==> config.mk <==
export PLATFORM = sky130hd
export DESIGN_NAME = pipe_ctrl_flat
export DESIGN_NICKNAME = d
export VERILOG_FILES = /design/src/rtl/pipe_ctrl_if.sv /design/src/rtl/pipe_ctrl.sv /design/src/flat_wrapper.sv
export SDC_FILE = /design/constraint.sdc
export NUM_CORES = 1
export LEC_CHECK = 0
export BUFFER_PORTS_ARGS = -buffer_cell sky130_fd_sc_hd__buf_2
export CORE_AREA = 2 2 109 111
export CTS_CLUSTER_SIZE = 16
export DETAILED_ROUTE_END_ITERATION = 10
export DIE_AREA = 0 0 111 113
export GPL_TIMING_DRIVEN = 0
export HOLD_SLACK_MARGIN = 0.06
export PLACE_DENSITY_LB_ADDON = 0.3
export SETUP_SLACK_MARGIN = 0.05
export SLEW_MARGIN = 10
export SYNTH_ARGS = -nofsm -noshare
export SYNTH_HDL_FRONTEND = slang
export SYNTH_SLANG_ARGS = --single-unit
==> constraint.sdc <==
create_clock -name clk -period 2.1 [get_ports clk]
set_input_delay 0.315 -clock clk [delete_from_list [all_inputs] [get_ports clk]]
set_output_delay 0.315 -clock clk [all_outputs]
set_load 0.01 [all_outputs]
==> src/rtl/pipe_ctrl_if.sv <==
// Stall-request / flush bundle between the pipeline stages and pipe_ctrl.
interface pipe_ctrl_if;
   logic        stallreq_from_if;
   logic        stallreq_from_id;
   logic        stallreq_from_ex;
   logic        stallreq_from_mem;
   logic [31:0] excepttype;
   logic [31:0] cp0_epc;
   logic [5:0]  stall;
   logic        flush;
   logic [31:0] new_pc;
   logic        stall_timeout;
   logic [31:0] stall_cycles;

   // Pipeline side: raises requests, consumes stall/flush
   modport master (
      output stallreq_from_if, stallreq_from_id, stallreq_from_ex, stallreq_from_mem,
      output excepttype, cp0_epc,
      input  stall, flush, new_pc, stall_timeout, stall_cycles
   );

   // Controller side
   modport slave (
      input  stallreq_from_if, stallreq_from_id, stallreq_from_ex, stallreq_from_mem,
      input  excepttype, cp0_epc,
      output stall, flush, new_pc, stall_timeout, stall_cycles
   );
endinterface

==> src/rtl/pipe_ctrl.sv <==
// Pipeline stall merger, exception flush sequencer, stall statistics and stall watchdog.
module pipe_ctrl #(
   parameter logic [31:0] EXC_VECTOR  = 32'h00000020,
   parameter int unsigned STALL_LIMIT = 1024,
   parameter int unsigned WDOG_W      = 16
) (
   input logic        clk,
   input logic        rst,
   pipe_ctrl_if.slave bus
);
   localparam int unsigned SW = 6;
   localparam logic [31:0] ERET_CODE = 32'h0000000e;
   localparam logic [WDOG_W-1:0] WDOG_LAST = WDOG_W'(STALL_LIMIT - 1);

   typedef enum logic {RUN, FLUSH} state_t;

   state_t            r_state;
   logic              r_flush;
   logic [31:0]       r_new_pc;
   logic              r_timeout;
   logic [31:0]       r_stall_cycles;
   logic [WDOG_W-1:0] r_wdog;

   logic [SW-1:0]     w_stall;
   logic              w_exc;
   logic              w_take;

   assign w_exc  = (bus.excepttype != 32'd0);
   assign w_take = (r_state == RUN) && w_exc && !bus.stallreq_from_mem;

   // Stall vector: mem holds off exception take; a taken exception freezes all stages
   always_comb begin
      w_stall = SW'(6'b000000);
      if (!rst || r_state == FLUSH)  w_stall = SW'(6'b000000);
      else if (bus.stallreq_from_mem) w_stall = SW'(6'b011111);
      else if (w_exc)                 w_stall = SW'(6'b111111);
      else if (bus.stallreq_from_ex)  w_stall = SW'(6'b001111);
      else if (bus.stallreq_from_id)  w_stall = SW'(6'b000111);
      else if (bus.stallreq_from_if)  w_stall = SW'(6'b000011);
   end

   always_ff @(posedge clk or negedge rst) begin
      if (!rst) begin
         r_state        <= RUN;
         r_flush        <= 1'b0;
         r_new_pc       <= 32'd0;
         r_timeout      <= 1'b0;
         r_stall_cycles <= 32'd0;
         r_wdog         <= '0;
      end else begin
         r_timeout <= 1'b0;
         case (r_state)
            RUN: begin
               if (w_take) begin
                  r_state  <= FLUSH;
                  r_flush  <= 1'b1;
                  r_new_pc <= (bus.excepttype == ERET_CODE) ? bus.cp0_epc : EXC_VECTOR;
               end
            end
            FLUSH: begin
               r_state <= RUN;
               r_flush <= 1'b0;
            end
            default: begin
               r_state <= RUN;
               r_flush <= 1'b0;
            end
         endcase

         if (w_stall != SW'(0)) r_stall_cycles <= r_stall_cycles + 32'd1;

         // Watchdog re-arms itself after every trip
         if (r_state == FLUSH || w_stall == SW'(0)) begin
            r_wdog <= '0;
         end else if (r_wdog == WDOG_LAST) begin
            r_wdog    <= '0;
            r_timeout <= 1'b1;
         end else begin
            r_wdog <= r_wdog + WDOG_W'(1);
         end
      end
   end

   assign bus.stall         = w_stall;
   assign bus.flush         = r_flush;
   assign bus.new_pc        = r_new_pc;
   assign bus.stall_timeout = r_timeout;
   assign bus.stall_cycles  = r_stall_cycles;
endmodule
==> src/flat_wrapper.sv <==
// flat-port wrapper written by rule: the top's interface ports become plain ports
module pipe_ctrl_flat 
#(
   parameter logic [31:0] EXC_VECTOR  = 32'h00000020,
   parameter int unsigned STALL_LIMIT = 1024,
   parameter int unsigned WDOG_W      = 16
)
  (clk, rst, bus_stallreq_from_if, bus_stallreq_from_id, bus_stallreq_from_ex, bus_stallreq_from_mem, bus_excepttype, bus_cp0_epc, bus_stall, bus_flush, bus_new_pc, bus_stall_timeout, bus_stall_cycles);
  pipe_ctrl_if bus_i ();
  input logic clk;
  input logic rst;
  input wire logic [$bits(bus_i.stallreq_from_if)-1:0] bus_stallreq_from_if;
  input wire logic [$bits(bus_i.stallreq_from_id)-1:0] bus_stallreq_from_id;
  input wire logic [$bits(bus_i.stallreq_from_ex)-1:0] bus_stallreq_from_ex;
  input wire logic [$bits(bus_i.stallreq_from_mem)-1:0] bus_stallreq_from_mem;
  input wire logic [$bits(bus_i.excepttype)-1:0] bus_excepttype;
  input wire logic [$bits(bus_i.cp0_epc)-1:0] bus_cp0_epc;
  output wire logic [$bits(bus_i.stall)-1:0] bus_stall;
  output wire logic [$bits(bus_i.flush)-1:0] bus_flush;
  output wire logic [$bits(bus_i.new_pc)-1:0] bus_new_pc;
  output wire logic [$bits(bus_i.stall_timeout)-1:0] bus_stall_timeout;
  output wire logic [$bits(bus_i.stall_cycles)-1:0] bus_stall_cycles;
  assign bus_i.stallreq_from_if = bus_stallreq_from_if;
  assign bus_i.stallreq_from_id = bus_stallreq_from_id;
  assign bus_i.stallreq_from_ex = bus_stallreq_from_ex;
  assign bus_i.stallreq_from_mem = bus_stallreq_from_mem;
  assign bus_i.excepttype = bus_excepttype;
  assign bus_i.cp0_epc = bus_cp0_epc;
  assign bus_stall = bus_i.stall;
  assign bus_flush = bus_i.flush;
  assign bus_new_pc = bus_i.new_pc;
  assign bus_stall_timeout = bus_i.stall_timeout;
  assign bus_stall_cycles = bus_i.stall_cycles;
  pipe_ctrl #(.EXC_VECTOR(EXC_VECTOR), .STALL_LIMIT(STALL_LIMIT), .WDOG_W(WDOG_W)) u_core (.clk(clk), .rst(rst), .bus(bus_i));
endmodule
==> results of run 1 <==
==> per-stage QoR <==
| step | cell area [um^2] | util |
|---|---|---|
| after floorplan | 3880 | - |
| after global placement | 4770 | 0.423 |
| after detailed placement | 4800 | 0.425 |
| after CTS | 5390 | 0.478 |
| after global routing | 5600 | 0.496 |
| final | 5600 | 0.496 |
==> worst paths after layout <==
path                                                          from                                 endpoint  cells past startpoint
setup / recovery                                bus_excepttype[29]                             bus_stall[2]                      7
hold / removal                                     bus_cp0_epc[18]        u_core.bus.new_pc[18]$_DFFE_PN0P_                      3
setup reg to reg            u_core.bus.stall_cycles[1]$_DFFE_PN0P_  u_core.bus.stall_cycles[31]$_DFFE_PN0P_                      5
hold reg to reg            u_core.bus.stall_cycles[31]$_DFFE_PN0P_  u_core.bus.stall_cycles[31]$_DFFE_PN0P_                      1
max in group asynchronous                                      rst         u_core.bus.new_pc[5]$_DFFE_PN0P_                      3
min in group asynchronous                                      rst   u_core.bus.stall_cycles[6]$_DFFE_PN0P_                      3
==> power groups by stage <==
stage	clock network, mW	logic, mW	registers (mW)
after CTS	1.65	0.596	1.79
after global placement	0	0.436	1.83
after floorplan	0	0.179	1.85
after detailed placement	0	0.453	1.83
after global routing	1.73	0.733	1.81
final	1.61	0.669	1.79
==> placed cells by master (no fill, tap or decap), types with 8 or more instances in the layout <==
cell	synthesis	layout
clkbuf_2	1	10
nor3_1	16	11
nand2_1	76	74
nor2_1	25	24
buf_2	2	135
nor4_4	1	8
o21ai_1	14	14
xnor2_1	13	13
xor2_1	32	32
nand4_1	11	11
nor4_1	20	13
dfrtp_1	83	73
inv_1	9	8
clkbuf_16	0	9
nand3_1	23	22
buf_4	2	25
dfrtp_2	0	10
o21ai_0	19	19
==> registers in the layout, indices dropped and copies added (netlist names) <==
name,flops
u_core.r_state,1
u_core.bus.stall_cycles,32
u_core.bus.new_pc,32
u_core.bus.flush,1
u_core.bus.stall_timeout,1
u_core.r_wdog,16
==> timing repair <==
item                                   CTS  global route
pin swaps                               10            17
hold buffers                             2             0
gates resized for setup                 30            48
setup endpoints to repair               64            65
endpoints found under the hold margin   35             0
setup buffers                           17             6
==> metal layers <==
| metal | vias to the layer above | share of wire | routed length, um | GRT usage |
|---|---|---|---|---|
| met3 | 12 | 0.067 | 716 | 0.0509 |
| met5 | - | 0 | 0 | 0 |
| met1 | 1683 | 0.44 | 4720 | 0.212 |
| met4 | 0 | 0.017 | 177 | 0.0583 |
| li1 | 1736 | - | - | - |
| met2 | 107 | 0.47 | 5070 | 0.285 |
==> kinds of logic (layout without fill, tap and decap cells) <==
kind of cell             after synthesis  count (layout)  share of synthesized area
buffers and inverters                 30             212                     0.0319
XOR/XNOR                              45              45                      0.102
AO/OA/AOI/OAI                         37              37                     0.0484
AND/OR/NAND/NOR                      205             205                      0.273
flip-flops                            83              83                      0.535
adder cells (fa/ha/maj)                2               2                    0.00645
multiplexers                           1               1                    0.00290
==> final cells by class <==
type,instances,share of cell area
Multi-Input combinational cell,290,0.339
Tap cell,143,0.0320
Clock buffer,12,0.0458
Clock inverter,4,0.00872
Buffer,19,0.0190
Timing Repair Buffer,167,0.175
Inverter,10,0.00671
Sequential cell,83,0.373
==> worst max-delay path: cells and delay by family <==
kind | cells | cell delay, ns
buffers and inverters | 3 | 0.49
AOI/OAI and AO/OA | 1 | 0.11
and+or+nand+nor | 3 | 0.84
==> run metrics, run 1 <==
status finished clean; die width 111 um; Ant. Diodes 0; die area roughly 0.013 mm^2; global-route wire length before repair 17,500 um; final hold slack roughly 0.21 ns; Max Root-Sink Buffers 2; Avg WL per Cell 14.7 um; Area growth, synth to finish 44.3%; # setup viols final 0; Placeable Area roughly 0.011 mm^2; IR Drop Worst-Case VDD a little over 0.0004 V; Synth Net Count between 400 and 500; antenna viol nets, final 0; Post-Syn Instances approximately 400; Via Count 3,538; Hold Crit Class in2reg; share of layout cells above drive strength 1 0.412; RSZ-0062 raised after global routing true; sequential share of power 0.441; post-synthesis sequential area ratio 0.535; pre-CTS setup slack -0.630 ns; yosys warns 0; Post-synth EDFFs 0; total CTS buffers 9; Startpoint Class input pin; min cycle time layout around 2.1 ns; overall power 4.07 mW; Synth Area per Inst between 9 and 10 um^2; Critical Path AT between 1.5 and 2 ns; CTS Sinks 83; most common cell in the netlist dfrtp_1; CTS HTree Levels 3; Post-synth ARST share 1.00; nets approximately 650; Pre-antenna DRT Iters 7; Max Fclk 481 MHz; worst path cell trace buf_6 -> nor4_4 -> nand4_1 -> buf_4 -> nor3_4 -> a21oi_1 -> buf_2; Synth area leaders dfrtp_1, nand2_1, xor2_1; Final Max Tran Viols 0; Pint around 3 mW; slowest stage delay, CP around 0.3 ns; Net Sw Frac 0.260; Psw approximately 1.1 mW; clk_skew between 0.006 and 0.007 ns; via/cell ratio 4.86; Comb power frac 0.165; actual slew at the worst max-slew pin 0.599 ns; Critical Path End Type output pin; Setup TNS Final 0 ns; Post-synth top flop dfrtp_1; power density cells around 730 mW/mm^2; Rows 39; dpl cells just under 700; register bit total from synthesis between 80 and 90; Setup Crit Path Kind in2out; r2r setup slk about 0.060 ns; antenna violations before repair 0; initial DRC count between 100 and 150; CTS tree done; Die H about 110 um; Slowest cell on crit path nor3_4; Max Cap Viol 0; required time worst endpoint ~1.8 ns; post-synthesis cell type count a little over 40; final estimated routing congestion in global placement around 0.8; largest net degree at the start of global routing 50; Slew HR 0.597; Ports about 140; LEAKAGE around 2.7 nW; Root Buffer clkbuf_16; CP Max Fanout 3; Final Routed Wirelength roughly 11,000 um; Initial Utilization 0.344; drt drc 0; clock network fraction of design power 0.395; Layout fillers ~1,100; gr usage total 0.170; top post-synthesis cells by count dfrtp_1, nand2_1, xor2_1; Post-Layout Cell Count between 700 and 800; clk slew on worst S/H paths approximately 0.060 ns; number of global-route vias before repair between 3,000 and 4,000; GRT overflow 0; Yosys top cell by area dfrtp_1; # port buffers ~140; Tcrit/Tclk final 0.990; Worst-Skew Late Latency 0.33 ns; Yosys top cell area share 0.535; register area about 0.0021 mm^2; Multi-input gate area approximately 0.0019 mm^2; DP HPWL 7620 um; mapped cell area between 0.003 and 0.004 mm^2; Fin. Hold Viols 0; final setup margin 0.0215 ns
Power figures use the tool's default switching activity.
==> run 2: changes to the inputs <==
==> constraint.sdc (replaced) <==
create_clock -name clk -period 2.4 [get_ports clk]
set_input_delay 0.36 -clock clk [delete_from_list [all_inputs] [get_ports clk]]
set_output_delay 0.36 -clock clk [all_outputs]
set_load 0.01 [all_outputs]
==> run 2 against run 1 <==
Effect of this change: count of clock-buffer cells in the layout is 2 lower; sequential power is 12% lower; hold slack better by 0.041 ns; combinational power is 39% lower; worst setup slack better by 0.060 ns; design area is 6.7% lower; global-route usage hardly changed; wire length is 0.90% lower; critical path type unchanged; critical endpoint is now bus_stall[5]; largest cell class unchanged; largest power group unchanged; highest routed layer unchanged.
==> run metrics, run 2 (synthesized netlist as in run 1, its figures left out) <==
via/cell ratio 4.93; Hold Crit Class in2reg; Final Max Tran Viols 0; antenna violations before repair 0; Rows 39; gr usage total 0.171; # setup viols final 0; Ports around 140; Startpoint Class input pin; die area roughly 0.013 mm^2; number of buffers and inverters on the critical path 5; Psw about 0.89 mW; antenna viol nets, final 0; Avg WL per Cell between 10 and 15 um; CP Max Fanout 10; status finished clean; crit path from bus_excepttype[12]; power density cells between 600 and 700 mW/mm^2; CTS HTree Levels 3; Comb power frac 0.121; Hold Path Origin bus_cp0_epc[22]; overall power ~3.4 mW; Pint 2.46 mW; clk_skew ~0.013 ns; Max Fclk ~430 MHz; final core utilization 0.463; clk slew on worst S/H paths approximately 0.07 ns; Critical Path End Type output pin; Crit path max-delay family buffers and inverters; global-route wire length before repair about 17,000 um; final hold slack about 0.25 ns; launching point of the worst reg2reg path u_core.bus.stall_cycles[3]$_DFFE_PN0P_; Die H 113 um; Slew HR 0.580; r2r setup slk ~0.16 ns; die width 111 um; Setup Crit Path Kind in2out; required time worst endpoint a little over 2 ns; Slowest cell on crit path nor4_2; Placeable Area about 0.011 mm^2; DP HPWL 7760 um; Ant. Diodes 0; Fin. Hold Viols 0; RSZ-0062 raised after global routing true; initial DRC count between 150 and 200; sequential share of power 0.471; clock network fraction of design power 0.408; drt drc 0; # port buffers between 100 and 150; slowest stage delay, CP roughly 0.32 ns; number of global-route vias before repair 3,405; total CTS buffers 9; CTS Sinks 83; Initial Utilization 0.344; pre-CTS setup slack -0.257 ns; Setup TNS Final 0 ns; nets ~640; LEAKAGE approximately 2.6 nW; Root Buffer clkbuf_16; largest net degree at the start of global routing 47; Via Count 3,509; commonest cells after routing, fill and taps aside buf_2, dfrtp_1, nand2_1, xor2_1, nor2_1; min cycle time layout 2.32 ns; Area growth, synth to finish 34.6%; final setup margin just over 0.08 ns; CTS tree done; Pre-antenna DRT Iters 4; Max Root-Sink Buffers 2; Final Routed Wirelength between 10,000 and 15,000 um; Critical Path AT 1.96 ns; share of layout cells above drive strength 1 0.339; Max Cap Viol 0; IR Drop Worst-Case VDD between 0.0003 and 0.0004 V; actual slew at the worst max-slew pin 0.624 ns; worst path cell trace buf_2 -> nor4_2 -> nand4_1 -> buf_4 -> o31ai_2 -> buf_4 -> inv_1 -> and2_1 -> buf_2; GRT overflow 0; final estimated routing congestion in global placement 0.798; most common cell after layout, fill and taps aside buf_2; Worst-Skew Late Latency between 0.3 and 0.4 ns; Net Sw Frac 0.266; Tcrit/Tclk final 0.966
## run 2: cell count changes in the layout (fill, tap and decap cells not counted), moves of 4 or more
cell      before  now
buf_2        135  142
buf_4         25    9
buf_6          7    1
clkbuf_1       5   11
clkbuf_2      10    4
dfrtp_1       73   81
dfrtp_2       10    2
nor4_2         1    5
nor4_4         8    1
## run 2: timing repair
action / CTS / global route
setup endpoints to repair: 16 / 42
pin swaps: 2 / 1
hold buffers: 2 / 0
gates resized for setup: 5 / 15
gates cloned: 0 / 0
setup buffers: 2 / 4
hold endpoints to repair: 38 / 0
## run 2: tightest hold or removal path: cells and delay by family
kind | cells | cell delay, ns
AOI/OAI and AO/OA | 1 | 0.05
buffers and inverters | 1 | 0.09
and+or+nand+nor | 1 | 0.04
## run 2: area by class of cell
type / count / area (um^2)
multi-input combinational: 290 / 1720
buffer: 20 / 93.8
sequential: 83 / 2080
fill: 1116 / 6050
clock inverter: 6 / 66.3
tap: 143 / 179
inverter: 10 / 37.5
clock buffer: 10 / 229
timing repair buffer: 150 / 815
## run 2: power by group through the flow
stage | Sequential (mW) | Clock [mW] | Combinational, mW
floorplan | 1.61 | 0 | 0.156
global placement | 1.59 | 0 | 0.385
detailed placement | 1.60 | 0 | 0.399
CTS | 1.58 | 1.41 | 0.409
global route | 1.59 | 1.47 | 0.448
finish | 1.58 | 1.37 | 0.406
## run 2: stage by stage
step                      cells  area, um^2
after floorplan             403        3880
after global placement      687        4760
after detailed placement    688        4790
after CTS                   708        5150
after global routing        712        5220
final                       712        5220
## run 2: path summary, 6_finish.rpt
path                                                                 to  cells after the start
worst max-delay path                                       bus_stall[5]                      9
worst max register to register  u_core.bus.stall_cycles[31]$_DFFE_PN0P_                      6
worst min-delay path                  u_core.bus.new_pc[22]$_DFFE_PN0P_                      3
worst min register to register  u_core.bus.stall_cycles[31]$_DFFE_PN0P_                      1
min in group asynchronous        u_core.bus.stall_cycles[6]$_DFFE_PN0P_                      3
max in group asynchronous                   u_core.r_wdog[11]$_DFF_PN0_                      3
## run 2: routing by layer
metal / up-vias / global-route usage / part of all wire
met5: - / 0 / 0
met4: 0 / 0.0475 / 0.012
met3: 11 / 0.0402 / 0.060
met2: 108 / 0.273 / 0.47
met1: 1685 / 0.234 / 0.46
li1: 1705 / - / -
